$ cat src/rtl/sm_hex_display.sv
// Multiplexed hex display of a 32-bit word with per-scan snapshot and digit gap.
// Define SM_HEX_LZB_EN to blank leading zero digits.
module sm_hex_display #(
  parameter int DIGITS     = 8,
  parameter int PRESCALE_W = 16,
  parameter int GAP        = 4
) (
  input  logic              clk,
  input  logic              rst_n,
  input  logic              en,
  input  logic [31:0]       data,
  output logic [DIGITS-1:0] anode,
  output logic [6:0]        seg,
  output logic              scan_done
);

  localparam int IW = (DIGITS > 1) ? $clog2(DIGITS) : 1;
  localparam int GW = (GAP > 1) ? $clog2(GAP) : 1;
  localparam logic [IW-1:0] LAST = IW'(DIGITS - 1);
  localparam logic [GW-1:0] GLAST = GW'(GAP - 1);

  typedef enum logic {DRIVE, BLANK} state_e;

  state_e                state_q, state_d;
  logic [PRESCALE_W-1:0] pre_q, pre_d;
  logic [GW-1:0]         gap_q, gap_d;
  logic [IW-1:0]         idx_q, idx_d;
  logic [31:0]           snap_q, snap_d;
  logic [DIGITS-1:0]     anode_d;
  logic [6:0]            seg_d;
  logic                  done_d;
  logic                  adv;
  logic                  show;
  logic [3:0]            nib;
`ifdef SM_HEX_LZB_EN
  logic [2:0]            lead_q, lead_d;
`endif

  function automatic logic [6:0] font(input logic [3:0] n);
    unique case (n)
      4'h0: font = 7'h40;
      4'h1: font = 7'h79;
      4'h2: font = 7'h24;
      4'h3: font = 7'h30;
      4'h4: font = 7'h19;
      4'h5: font = 7'h12;
      4'h6: font = 7'h02;
      4'h7: font = 7'h78;
      4'h8: font = 7'h00;
      4'h9: font = 7'h10;
      4'hA: font = 7'h08;
      4'hB: font = 7'h03;
      4'hC: font = 7'h46;
      4'hD: font = 7'h21;
      4'hE: font = 7'h06;
      default: font = 7'h0E;
    endcase
  endfunction

`ifdef SM_HEX_LZB_EN
  function automatic logic [2:0] lead_of(input logic [31:0] w);
    lead_of = '0;
    for (int i = 0; i < 8; i++)
      if (w[4*i +: 4] != 4'h0) lead_of = 3'(i);
  endfunction
`endif

  always_ff @(posedge clk or negedge rst_n) begin
    if (!rst_n) begin
      state_q   <= BLANK;
      pre_q     <= '0;
      gap_q     <= '0;
      idx_q     <= LAST;
      snap_q    <= '0;
      anode     <= '1;
      seg       <= 7'h7F;
      scan_done <= 1'b0;
`ifdef SM_HEX_LZB_EN
      lead_q    <= '0;
`endif
    end else begin
      state_q   <= state_d;
      pre_q     <= pre_d;
      gap_q     <= gap_d;
      idx_q     <= idx_d;
      snap_q    <= snap_d;
      anode     <= anode_d;
      seg       <= seg_d;
      scan_done <= done_d;
`ifdef SM_HEX_LZB_EN
      lead_q    <= lead_d;
`endif
    end
  end

  always_comb begin
    state_d = state_q;
    pre_d   = pre_q;
    gap_d   = gap_q;
    idx_d   = idx_q;
    snap_d  = snap_q;
    adv     = 1'b0;
`ifdef SM_HEX_LZB_EN
    lead_d  = lead_q;
`endif
    if (en) begin
      unique case (state_q)
        DRIVE: begin
          if (&pre_q) begin
            pre_d = '0;
            if (GAP == 0) adv = 1'b1;
            else state_d = BLANK;
          end else begin
            pre_d = pre_q + 1'b1;
          end
        end
        default: begin
          if (GAP == 0 || gap_q == GLAST) begin
            gap_d = '0;
            adv   = 1'b1;
          end else begin
            gap_d = gap_q + 1'b1;
          end
        end
      endcase
    end
    // Snapshot only on wrap to digit 0 so a scan never tears.
    if (adv) begin
      state_d = DRIVE;
      if (idx_q == LAST) begin
        idx_d  = '0;
        snap_d = data;
`ifdef SM_HEX_LZB_EN
        lead_d = lead_of(data);
`endif
      end else begin
        idx_d = idx_q + 1'b1;
      end
    end
  end

  always_comb begin
    nib  = snap_q[{idx_q, 2'b00} +: 4];
    show = en && (state_q == DRIVE);
`ifdef SM_HEX_LZB_EN
    show = show && (3'(idx_q) <= lead_q);
`endif
    anode_d = show ? ~(DIGITS'(1) << idx_q) : '1;
    seg_d   = show ? font(nib) : 7'h7F;
    done_d  = en && (state_q == DRIVE) && (&pre_q)
              && (idx_q == LAST);
  end

endmodule

$ cat config.mk
export PLATFORM = sky130hd
export DESIGN_NAME = sm_hex_display
export DESIGN_NICKNAME = d
export VERILOG_FILES = /design/src/rtl/sm_hex_display.sv
export SDC_FILE = /design/constraint.sdc
export NUM_CORES = 1
export LEC_CHECK = 0
export ABC_AREA = 1
export CORE_ASPECT_RATIO = 0.6
export CORE_MARGIN = 4
export CORE_UTILIZATION = 44
export CTS_BUF_LIST = sky130_fd_sc_hd__clkbuf_4 sky130_fd_sc_hd__clkbuf_8
export DETAILED_ROUTE_END_ITERATION = 8
export MAX_ROUTING_LAYER = met4
export PLACE_DENSITY = 0.66
export SKIP_LAST_GASP = 1
export SYNTH_ARGS = -nofsm -noshare
export SYNTH_HDL_FRONTEND = slang
export SYNTH_SLANG_ARGS = --single-unit
$ cat constraint.sdc
create_clock -name clk -period 3.8 [get_ports clk]
set_clock_uncertainty 0.1 [all_clocks]
set_input_delay 0.57 -clock clk [delete_from_list [all_inputs] [get_ports clk]]
set_output_delay 0.57 -clock clk [all_outputs]
set_load 0.02 [all_outputs]
# After elaboration in Yosys (flattened, before gate mapping)
# Memories as Yosys holds them, arrays and structs flattened.
# Cells that the tools add are included.
# W data, S select, Z words.
[word_totals]
regBits = 70
romBits = 112
input_bits = 35
out_inout_bits = 16
memories = 1
[classes]
addsub = 3
n_eq_ne = 2
shift = 2
n_mux = 12
bitwise_logic = 2
reduce_logical = 8
[memory_table]
columns = ["name", "words", "word_bits", "rd", "rd_clocked_by_memory_dff", "wr", "line_no", "text"]
rows = [
  ["(name not given)", 16, 7, 1, 0, 0, "40", "unique case (n)"],
]
[ops]
columns = ["cell", "n"]
rows = [
  ["$shiftx A32 B6 Y4", 1],
  ["$add A16 B1 Y16 const B", 1],
  ["$mux W16", 1],
  ["$reduce_and A16 Y1", 1],
  ["$mux W8", 1],
  ["$not A8 Y8", 1],
  ["$shl A1 B3 Y8 const A", 1],
  ["$mux W1", 7],
  ["$mux W7", 1],
  ["$reduce_and A2 Y1", 3],
  ["$add A3 B1 Y3 const B", 1],
  ["$eq A3 B3 Y1 const B", 1],
  ["$logic_and A1 B1 Y1", 3],
  ["$mux W3", 1],
  ["$add A2 B1 Y2 const B", 1],
  ["$eq A2 B2 Y1 const B", 1],
  ["$mux W2", 1],
  ["$reduce_bool A2 Y1", 1],
  ["$not A1 Y1", 1],
]

# Depth between registers and ports, before layout
[logic_depth]
word_depth = 5
mapped_depth = 13
ltp_nobuf = 11

# Worst setup path before layout
# No wires, ideal clock.
[synth_timing]
kind = "reg-to-reg"
startpoint = "register idx_q[0]"
endpoint = "register seg[5]"
arrival_ns = 1.917
slack_ns = 1.690
stages_incl_launch_ff = 12
n_path_buf = 1
period_less_slack_ns = 2.110
cell_sequence = "dfstp_2 > buf_4 > nand2_1 > nand3_1 > nand2_1 > o21ai_0 > inv_1 > ha_1 > nand3_1 > nand2_1 > nand2_1 > nand3_1"
[synth_between]
elab_chain_len = 3
[synth_rtl]
columns = ["item", "line_no", "text"]
rows = [
  ["from (decl)", "27", "logic [IW-1:0] idx_q, idx_d;"],
  ["from (signal assigned)", "85", "idx_q <= idx_d;"],
  ["$shiftx A32 B6 Y4", "143", "nib = snap_q[{idx_q, 2'b00} +: 4];"],
  ["$mem_v2 Z16 W7", "--", ""],
  ["$mux W7", "149", "seg_d = show ? font(nib) : 7'h7F;"],
  ["net seg_d[5]", "30", "logic [6:0] seg_d;"],
  ["to (signal assigned)", "88", "seg <= seg_d;"],
  ["to (decl)", "13", "output logic [6:0] seg,"],
]
# The timed path passes the listed nets, and every way through them passes these cells.
# A chain may end at the register's enable or synchronous reset.

# Final worst setup path
[layout_timing]
startpoint = "register idx_q[0]"
endpoint = "register seg[3]"
# Same word-level chain as after synthesis.

==> out/metrics.yaml <==
power_and_ir_drop:
  power_density_nw_per_um2: 377.4
  p_leak_nw: 2.161
  peakVddDrop_uv: 198.0
  power_w: 0.001659
worst_setup_path:
  crit_start: "idx_q[0]"
  r2r-end: "seg[3]"
  arrival_ps: 2820
  cp-start-kind: "flop"
  r2r_cells: 10
  cp-end-kind: "flop"
  cp_max_fo: 22
  cp_data_required_time_ps: 3960
  r2r_slack_ps: 1140
  regToRegStartpoint: "idx_q[0]"
  critical_path_class: "flop to flop"
  cp-endpoint: "seg[3]"
routing:
  vias: 2987
  first_pass_iters: 5
  viasPerCell: 4.987
  route.detailed.wl_per_inst_um: 13.78
  drtAntennaViolNets: 0
  drt-total-wl_mm: 8.254
  first_iter_violations: 254
  drc: 0
finish:
  final_cells: 599
  final-seq-area_um2: 1775
  syn2layout_area_growth_pct: 20.40
  fillers: 729
  final_layout_size_suffix_gt1_frac: 0.1446
  multi_input_area_um2: 1563
  antenna_cells: 0
  final_nets: 535
synthesis:
  synth_top_family_by_area: "simple AND/OR/NAND/NOR gates"
  yosys_warnings: 0
  synth_compound_area_frac: 0.08742
  netlist_instances: 437
  yosys.area_share.simple: 0.2657
  synth.mux.area_fraction: 0.01508
  synthesis.nets: 486
  ys_types: 30
  synthXorXnorAreaFrac: 0.01200
  syn_avg_cell_area_um2: 8.352
  synth_seq_cells: 70
  syn_area_um2: 3650
  yosysSeqAreaShare: 0.4865
  synthAdderAreaFrac: 0.04799
clock_tree:
  cts-root-buf: "clkbuf_8"
  post_cts_buffers: 0
  cts_repair_resize_count: 0
  cts_hold_buf: 0
  clk_latency_ps: 350
  cts_tree: "done"
  clk_pin_slew_worst_paths_ps: 80
  cts_buffer_depth: 2
  htreeDepth: 3
  cts_sinks: 70
  numCtsBuffers: 9
sta:
  fmax_mhz: 376.6
  hold_slack_ps: 134.3
  maxSlewHeadroom: 0.5224
  final-setup-viol-count: 0
  grt_setup_unrepaired: "false"
  min_period_ps: 2655
  post-route-period-util: 0.6988
  tightest_slew_ps: 708.9
  tns_ps: 0
  slew_viol_final: 0
  timing_hold_violations_final: 0
floorplanning:
  die_area_um2: 9864
  dieHeight_um: 78.55
  core_area_um2: 7976
  start_util: 0.4576
  row_count: 25
  die_w_um: 125.6
  ioPinCount: 51
hold_path:
  hold_class: "input port to asynchronous set/reset pin"
grt:
  track_usage: 0.1852
  antenna_found_initial: 0
  grt_pass1_wl_mm: 13.92
  overflow: 0
  grt_pass1_vias: 2833
  grt_start_max_net_pins: 62
placement:
  place_hpwl_mm: 6.147
  placed_cells_incl_taps: 583
  place_congestion: 0.9075
  port_buffers: 50
outcome:
  status: "completed"
run:
  max_cap_viol_count: 0
[layout by cell type, fill, tap and decap left out, types with 8 or more instances in the layout]
| master | netlist | routed |
|---|---|---|
| clkdlybuf4s50_1 | 0 | 49 |
| a21oi_1 | 15 | 15 |
| ha_1 | 14 | 14 |
| a21oi_2 | 20 | 20 |
| nand3_1 | 58 | 58 |
| nand4_1 | 8 | 8 |
| o21ai_0 | 9 | 9 |
| nand2_1 | 92 | 92 |
| nor2_1 | 54 | 54 |
| inv_1 | 57 | 57 |
| dfrtp_1 | 51 | 51 |
| clkbuf_8 | 0 | 9 |
| dfstp_2 | 19 | 19 |
[cell usage after synthesis]
cell type	count	area [um2]
dfrtp_1	51	1276
nor2_4	1	11.26
o21ai_0	9	45.04
buf_1	1	3.750
o21ai_2	1	8.760
inv_1	57	214.0
ha_1	14	175.2
nor2_1	54	202.7
o21bai_1	1	7.510
a22oi_1	1	7.510
buf_6	3	33.78
nor3_1	3	15.01
mux2_2	4	45.04
a21oi_1	15	75.07
nand4_1	8	50.05
inv_2	4	15.01
buf_2	3	15.01
xnor2_1	1	8.760
nand3b_1	2	15.01
xor2_1	4	35.03
nor3_4	1	16.27
mux2i_1	1	10.01
dfstp_2	19	499.2
buf_4	2	15.01
nor2_2	2	12.51
nand3_1	58	290.3
clkbuf_1	4	15.01
nand2_1	92	345.3
a21oi_2	20	175.2
nand2_4	1	11.26
[flip-flops by register name, summed over array words and instances, names as in the netlist]
| name | cells |
|---|---|
| gap_q | 2 |
| seg | 7 |
| anode | 8 |
| idx_q | 3 |
| state_q | 1 |
| pre_q | 16 |
| snap_q | 32 |
| scan_done | 1 |
[how the worst min path moves through the flow]
stage                 end  slack (ps)  cells past startpoint
5_1_grt        snap_q[25]         160                      1
2_1_floorplan    gap_q[0]         170                      0
3_3_place_gp    snap_q[9]         390                      2
4_1_cts        snap_q[25]         130                      1
3_5_place_dp    pre_q[14]         390                      2
6_report       snap_q[25]         130                      1
[routing by layer]
metal  GRT usage  vias to the layer above  wire, um
li1            -                     1487         -
met1      0.2647                     1397      4303
met2      0.2441                       92      3270
met3     0.06390                       11       584
met4     0.05844                        0        95
met5           -                        -         0
[final cells by class]
class,count,share of cell area
timing repair buffer,51,0.1145
tap,108,0.03075
clock inverter,7,0.01481
inverter,61,0.05211
clock buffer,9,0.02819
sequential,70,0.4040
multi-input combinational,293,0.3556
[where the power goes]
group / internal [W] / switching (W)
Combinational: 0.0000944 / 0.000126
Clock: 0.000298 / 0.000284
Sequential: 0.000796 / 0.0000603
[logic make-up after synthesis]
logic type | after synthesis
buffers and inverters | 74
AND/OR/NAND/NOR | 222
XOR/XNOR | 5
AO/OA/AOI/OAI | 47
multiplexers | 5
adder cells (fa/ha/maj) | 14
flip-flops | 70
[stage by stage]
stage	cell area [um2]	setup WS, ps	util
after floorplan	3650	1690	-
after global placement	4205	1141	0.5272
after detailed placement	4205	1073	0.5272
after CTS	4394	1190	0.5509
after global routing	4394	943.0	0.5509
final	4394	1145	0.5509
[worst max-delay path: stages (launching register included)]
cell	delay, ps
dfstp_2	780
nand2_1	100
nand3_1	120
nand2_1	70
o21ai_0	560
inv_1	190
ha_1	260
nand3_1	140
nand2_1	80
nand2_1	70
nand3_1	80
Power figures use the tool's default switching activity.
